[src/rtl/cv32e40s_rf_scrubber_pkg.sv]
// Shared types and constants for the register-file ECC scrubber.
// Exports the scrub FSM state type, the register address width and the ISA variant.
package cv32e40s_rf_scrubber_pkg;

  parameter int REGFILE_ADDR_WIDTH = 5;
  parameter int SCRUB_FIRST_ADDR   = 1;

  typedef enum logic [1:0] {
    SCRUB_WAIT,
    SCRUB_SWEEP,
    SCRUB_DONE
  } scrub_state_e;

  typedef enum logic {
    RV32I,
    RV32E
  } rv32_e;

endpackage

[src/rtl/cv32e40s_rf_scrubber_if.sv]
// Borrowed register-file read port between the scrubber and the core read mux.
// master: scrub_req/scrub_raddr out, port_gnt/ecc_err in; slave: the mirror.
interface cv32e40s_rf_scrubber_if;
  import cv32e40s_rf_scrubber_pkg::*;

  logic                          scrub_req;
  logic [REGFILE_ADDR_WIDTH-1:0] scrub_raddr;
  logic                          port_gnt;
  logic                          ecc_err;

  modport master (
    output scrub_req,
    output scrub_raddr,
    input  port_gnt,
    input  ecc_err
  );

  modport slave (
    input  scrub_req,
    input  scrub_raddr,
    output port_gnt,
    output ecc_err
  );

endinterface

[src/rtl/cv32e40s_rf_scrubber.sv]
// Background ECC scrubber: sweeps x1..x(N-1) on a borrowed read port when idle.
// Ports: clk, rst_n (sync, active-low), scrub_en_i, rf (port if), sweep/alert/error outputs.
module cv32e40s_rf_scrubber
  import cv32e40s_rf_scrubber_pkg::*;
#(
  parameter rv32_e RV32           = RV32I,
  parameter int    SCRUB_INTERVAL = 256,
  parameter int    ERR_CNT_WIDTH  = 8
) (
  input  logic                          clk,
  input  logic                          rst_n,
  input  logic                          scrub_en_i,
  cv32e40s_rf_scrubber_if.master        rf,
  output logic                          sweep_done_o,
  output logic                          alert_o,
  output logic [ERR_CNT_WIDTH-1:0]      err_cnt_o,
  output logic [REGFILE_ADDR_WIDTH-1:0] err_addr_o,
  output logic                          err_addr_valid_o
);

  localparam int AW       = REGFILE_ADDR_WIDTH;
  localparam int NUM_REGS = (RV32 == RV32E) ? 16 : 32;
  localparam int CNT_W    =
    (SCRUB_INTERVAL > 1) ? $clog2(SCRUB_INTERVAL) : 1;

  localparam logic [AW-1:0] FIRST = AW'(SCRUB_FIRST_ADDR);
  localparam logic [AW-1:0] LAST  = AW'(NUM_REGS - 1);
  localparam logic [CNT_W-1:0] CNT_MAX =
    CNT_W'(SCRUB_INTERVAL - 1);

  scrub_state_e state_q, state_d;
  logic [CNT_W-1:0] cnt_q, cnt_d;
  logic [AW-1:0] raddr_q, raddr_d;
  logic req;
  logic rd_err;
  logic alert_q;
  logic [ERR_CNT_WIDTH-1:0] err_cnt_q;
  logic [AW-1:0] err_addr_q;
  logic err_valid_q;

  always_comb begin
    state_d = state_q;
    cnt_d   = cnt_q;
    raddr_d = raddr_q;
    req     = 1'b0;
    unique case (state_q)
      SCRUB_WAIT: begin
        if (scrub_en_i) begin
          if (cnt_q == CNT_MAX) begin
            state_d = SCRUB_SWEEP;
            cnt_d   = '0;
          end else begin
            cnt_d = cnt_q + CNT_W'(1);
          end
        end
      end
      SCRUB_SWEEP: begin
        req = 1'b1;
        // Disable wins: a granted read this cycle still
        // samples ecc_err, but the sweep is abandoned.
        if (!scrub_en_i) begin
          state_d = SCRUB_WAIT;
          raddr_d = FIRST;
        end else if (rf.port_gnt) begin
          if (raddr_q == LAST) begin
            state_d = SCRUB_DONE;
            raddr_d = FIRST;
          end else begin
            raddr_d = raddr_q + AW'(1);
          end
        end
      end
      SCRUB_DONE: begin
        state_d = SCRUB_WAIT;
      end
      default: begin
        state_d = SCRUB_WAIT;
      end
    endcase
  end

  assign rd_err = req & rf.port_gnt & rf.ecc_err;

  always_ff @(posedge clk) begin
    if (!rst_n) begin
      state_q     <= SCRUB_WAIT;
      cnt_q       <= '0;
      raddr_q     <= FIRST;
      alert_q     <= 1'b0;
      err_cnt_q   <= '0;
      err_addr_q  <= '0;
      err_valid_q <= 1'b0;
    end else begin
      state_q <= state_d;
      cnt_q   <= cnt_d;
      raddr_q <= raddr_d;
      alert_q <= rd_err;
      if (rd_err) begin
        if (err_cnt_q != '1) begin
          err_cnt_q <= err_cnt_q + ERR_CNT_WIDTH'(1);
        end
        if (!err_valid_q) begin
          err_addr_q  <= raddr_q;
          err_valid_q <= 1'b1;
        end
      end
    end
  end

  assign rf.scrub_req      = req;
  assign rf.scrub_raddr    = raddr_q;
  assign sweep_done_o      = (state_q == SCRUB_DONE);
  assign alert_o           = alert_q;
  assign err_cnt_o         = err_cnt_q;
  assign err_addr_o        = err_addr_q;
  assign err_addr_valid_o  = err_valid_q;

endmodule

[src/flat_wrapper.sv]
// flat-port wrapper written by rule: the top's interface ports become plain ports
module cv32e40s_rf_scrubber_flat import cv32e40s_rf_scrubber_pkg::*;
#(
  parameter rv32_e RV32           = RV32I,
  parameter int    SCRUB_INTERVAL = 256,
  parameter int    ERR_CNT_WIDTH  = 8
)
  (clk, rst_n, scrub_en_i, sweep_done_o, alert_o, err_cnt_o, err_addr_o, err_addr_valid_o, rf_scrub_req, rf_scrub_raddr, rf_port_gnt, rf_ecc_err);
  cv32e40s_rf_scrubber_if rf_i ();
  input  logic clk;
  input  logic rst_n;
  input  logic scrub_en_i;
  output logic sweep_done_o;
  output logic alert_o;
  output logic [ERR_CNT_WIDTH-1:0] err_cnt_o;
  output logic [REGFILE_ADDR_WIDTH-1:0] err_addr_o;
  output logic err_addr_valid_o;
  output wire logic [$bits(rf_i.scrub_req)-1:0] rf_scrub_req;
  output wire logic [$bits(rf_i.scrub_raddr)-1:0] rf_scrub_raddr;
  input wire logic [$bits(rf_i.port_gnt)-1:0] rf_port_gnt;
  input wire logic [$bits(rf_i.ecc_err)-1:0] rf_ecc_err;
  assign rf_scrub_req = rf_i.scrub_req;
  assign rf_scrub_raddr = rf_i.scrub_raddr;
  assign rf_i.port_gnt = rf_port_gnt;
  assign rf_i.ecc_err = rf_ecc_err;
  cv32e40s_rf_scrubber #(.RV32(RV32), .SCRUB_INTERVAL(SCRUB_INTERVAL), .ERR_CNT_WIDTH(ERR_CNT_WIDTH)) u_core (.clk(clk), .rst_n(rst_n), .scrub_en_i(scrub_en_i), .rf(rf_i), .sweep_done_o(sweep_done_o), .alert_o(alert_o), .err_cnt_o(err_cnt_o), .err_addr_o(err_addr_o), .err_addr_valid_o(err_addr_valid_o));
endmodule
[config.mk]
export PLATFORM = sky130hd
export DESIGN_NAME = cv32e40s_rf_scrubber_flat
export DESIGN_NICKNAME = d
export VERILOG_FILES = /design/src/rtl/cv32e40s_rf_scrubber_pkg.sv /design/src/rtl/cv32e40s_rf_scrubber_if.sv /design/src/rtl/cv32e40s_rf_scrubber.sv /design/src/flat_wrapper.sv
export SDC_FILE = /design/constraint.sdc
export NUM_CORES = 1
export LEC_CHECK = 0
export CAP_MARGIN = 20
export CORE_AREA = 10 10 64 66
export CTS_BUF_LIST = sky130_fd_sc_hd__clkbuf_4
export DETAILED_ROUTE_END_ITERATION = 8
export DIE_AREA = 0 0 74 76
export PLACE_DENSITY = 0.79
export SYNTH_ARGS = -nofsm -noshare
export SYNTH_HDL_FRONTEND = slang
export SYNTH_SLANG_ARGS = --single-unit
[constraint.sdc]
create_clock -name clk -period 1.9 [get_ports clk]
set_clock_uncertainty 0.1 [all_clocks]
set_input_delay 0.285 -clock clk [delete_from_list [all_inputs] [get_ports clk]]
set_output_delay 0.285 -clock clk [all_outputs]
set_load 0.01 [all_outputs]
==> results of run 1 <==
-- layer usage --
metal | vias to the layer above | global-route usage | wire [µm]
met2 | 27 | 0.2090 | 1732
met5 | - | 0 | 0
met1 | 627 | 0.1360 | 1400
met4 | 0 | 0.05410 | 52
met3 | 7 | 0.03255 | 205
li1 | 694 | - | -
-- cells in the mapped netlist (2+ instances only) --
library cell,count
a311oi_1,2
and4b_1,3
or4_1,4
nand3_1,6
nor2_1,6
dfxtp_1,30
and4_1,2
a21oi_1,15
buf_2,3
o21ai_0,12
a31oi_1,2
xnor2_1,2
nor3_1,2
nand4_1,3
nand4b_1,2
o211a_1,2
o31ai_1,2
ha_1,4
clkbuf_1,3
and3_1,5
mux2i_1,3
nor3b_1,2
nand2b_1,3
inv_1,6
nand3b_1,6
nand2_1,11
o311ai_0,2
-- repair_timing --
item | CTS | global route
endpoints found under the setup margin | 1 | 2
gates resized for setup | 2 | 1
hold buffers | 0 | 0
-- through the flow --
step | area [µm²] | util
after floorplan | 1451 | -
after global placement | 1836 | 0.6269
after detailed placement | 1836 | 0.6269
after CTS | 1889 | 0.6453
after global routing | 1891 | 0.6457
final | 1891 | 0.6457
-- flip-flops by register name, summed over array words and instances (netlist names) --
| signal | count |
|---|---|
| u_core.alert_o | 1 |
| u_core.err_cnt_o | 8 |
| u_core.rf.scrub_raddr | 5 |
| u_core.cnt_q | 8 |
| u_core.err_addr_valid_o | 1 |
| u_core.state_q | 2 |
| u_core.err_addr_o | 5 |
-- placed cells by master, fill, tap and decap left out, types with 4 or more instances in the layout --
master / synthesis / routed
a21oi_1: 15 / 15
and3_1: 5 / 5
buf_4: 0 / 15
clkbuf_4: 0 / 6
clkdlybuf4s50_1: 0 / 25
dfxtp_1: 30 / 28
ha_1: 4 / 4
inv_1: 6 / 6
nand2_1: 11 / 11
nand3_1: 6 / 6
nand3b_1: 6 / 6
nor2_1: 6 / 6
o21ai_0: 12 / 12
or4_1: 4 / 4
-- kinds of logic (layout without fill, tap and decap cells) --
| family | count (synthesis) | in the layout | synth area share |
|---|---|---|---|
| multiplexers | 3 | 3 | 0.02069 |
| XOR/XNOR | 2 | 2 | 0.01207 |
| AO/OA/AOI/OAI | 46 | 46 | 0.2104 |
| AND/OR/NAND/NOR | 63 | 63 | 0.2724 |
| flip-flops | 30 | 30 | 0.4138 |
| adder cells (fa/ha/maj) | 4 | 4 | 0.03448 |
| buffers and inverters | 13 | 55 | 0.03620 |
-- area by class of cell --
cell class,instances,area share
multi-input cells,118,0.4222
repair buffers,41,0.1966
clock buffers,6,0.02383
inverters,6,0.01191
flip-flops and latches,30,0.3190
clock inverters,2,0.004633
well taps,33,0.02184
-- worst paths after layout --
check | start | to | slack (ns) | depth (start not counted)
min | u_core.err_addr_o[0] | u_core.err_addr_o[0] | 0.38 | 2
max reg2reg | u_core.rf.scrub_raddr[1] | u_core.rf.scrub_raddr[3] | 0.12 | 5
min reg2reg | u_core.err_addr_o[0] | u_core.err_addr_o[0] | 0.38 | 2
max | u_core.state_q[1] | sweep_done_o | 0.08 | 2
-- where the power goes --
group / leakage, nW / switching (mW) / internal (mW)
Combinational: 0.426 / 0.0325 / 0.0298
Sequential: 0.243 / 0.00637 / 0.636
Clock: 0.0331 / 0.209 / 0.153
Total: 0.702 / 0.248 / 0.819
-- critical path: cells and delay by family, from the launching register on --
family / cells / cell delay (ns)
flops: 1 / 0.44
simple gates: 1 / 0.15
buf+inv: 1 / 0.53
==> reports/qor.csv, run 1 <==
stage;metric;value;unit
synthesis;Post-Synthesis Cells;161;
timing;final setup vio count;0;
synthesis;Post-synth ARST share;0;
layout;Filler cells;237;
clock_network;htree depth;2;
timing;Slew Limit Fails;0;
placement;Detail Placement HPWL;2.626;mm
synthesis;Yosys reg bits;30;
global_routing;grt total ovfl;0;
routing;WL final;3.391;mm
floorplan;FP Rows;20;
timing;setup_tns;0;ns
pwr;peak supply drop;0.4423;mV
timing;unrepaired setup endpoints after global routing;false;
min_path;Hold Path Class;register to register;
layout;Final nets;211;
floorplan;Vert. Die Dim;76;µm
clock_network;Longest Clk Path Bufs;2;
setup_path;crit end category;primary output;
timing;hold slack;0.3803;ns
synthesis;area leader, netlist;dfxtp_1;
global_routing;initial antenna violation count;0;
layout;Multi-input gate area;798.3;µm²
timing;slew margin rel.;0.7429;
clock_network;Post-CTS Setup Bufs;0;
synthesis;Post-synth EDFFs;0;
synthesis;Primary FF master, synth;dfxtp_1;
timing;fin crit share;0.9559;
clock_network;clk root buf;clkbuf_4;
clock_network;clock-pin transition on the worst setup and hold timing paths;0.09;ns
setup_path;CP arrival;1.43;ns
timing;Final min period;1.816;ns
timing;Least-Margin Pin Slew;0.3815;ns
synthesis;ranking of synthesized cells by area;dfxtp_1 (41%), a21oi_1 (5.2%), o21ai_0 (4.1%), ha_1 (3.4%), nand3b_1 (3.1%);
timing;Fmax;550.6;MHz
layout;share of cells above drive strength 1;0.1379;
setup_path;CP max-delay cell;clkdlybuf4s50_1;
clock_network;CTS Sinks;30;
pwr;PwrDens;564.3;nW/µm²
timing;final worst slack;0.08373;ns
setup_path;CP max FO;8;
floorplan;Initial Util;0.4957;
synthesis;synthesized net count;170;
routing;Routed WL per cell;14.37;µm
clock_network;total CTS buffers;5;
layout;register area;603.1;µm²
floorplan;core area;2928;µm²
layout;area delta synth->final;30.26;%
setup_path;CP Launch Type;register;
synthesis;post-synthesis sequential area ratio;0.4138;
setup_path;Max stage delay on crit path;0.53;ns
global_routing;global-route wire length before repair;5.775;mm
synthesis;Syn. warnings;0;
setup_path;cell breakdown of the critical path;and2b_1 -> clkdlybuf4s50_1;
synthesis;Synth Cell Area;1451;µm²
routing;vias after detailed routing;1355;
timing;final hold vios;0;
job;max_cap viols;0;
global_routing;All-Layer GR Usage;0.1229;
floorplan;DIE AREA;5624;µm²
outcome;status;finished, final reports clean;
routing;Residual DRC;0;
global_routing;largest net degree at the start of global routing;19;
synthesis;top-area cell type share of the netlist area;0.4138;
routing;vias per cell;5.742;
global_routing;vias in the first global route;1290;
floorplan;width of the chip;74;µm
synthesis;count of cell types in the netlist;45;
routing;Final ANT Viol Nets;0;
clock_network;CTS tree;done;
setup_path;WS Path Type;register to primary output;
routing;number of DRC markers in iteration 0;109;
placement;routability congestion estimate;0.8960;
floorplan;Ports;27;
placement;placed insts;228;
placement;Post-Place Worst Slack;0.02481;ns
layout;n_diodes;0;
synthesis;syn avg cell area;9.015;µm²
placement;# port buffers;26;
pwr;static leakage;0.7024;nW
routing;DRT Pass-1 Iters;4;
layout;Finished Layout Cells;236;
setup_path;Crit path required time;1.51;ns
pwr;Power Total;1.067;mW
clock_network;Clk Latency, worst-skew pair;0.33;ns
No activity file was read; power rests on OpenSTA's default activity.
==> run 2, diff against run 1 <==
--- a/config.mk
+++ b/config.mk
@@ -5,11 +5,13 @@
 export SDC_FILE = /design/constraint.sdc
 export NUM_CORES = 1
 export LEC_CHECK = 0
+export ABC_AREA = 0
 export CAP_MARGIN = 20
 export CORE_AREA = 10 10 64 66
 export CTS_BUF_LIST = sky130_fd_sc_hd__clkbuf_4
 export DETAILED_ROUTE_END_ITERATION = 8
 export DIE_AREA = 0 0 74 76
+export HOLD_SLACK_MARGIN = 0.15
 export PLACE_DENSITY = 0.79
 export SYNTH_ARGS = -nofsm -noshare
 export SYNTH_HDL_FRONTEND = slang
==> results of run 2 <==
Same layout as run 1: the final DEF is identical, and so are final timing and power.
==> run 3, diff against run 2 <==
--- a/config.mk
+++ b/config.mk
@@ -16,3 +16,4 @@
 export SYNTH_ARGS = -nofsm -noshare
 export SYNTH_HDL_FRONTEND = slang
 export SYNTH_SLANG_ARGS = --single-unit
+export TNS_END_PERCENT = 1
==> results of run 3 <==
Same layout as run 1: the final DEF is identical, and so are final timing and power.
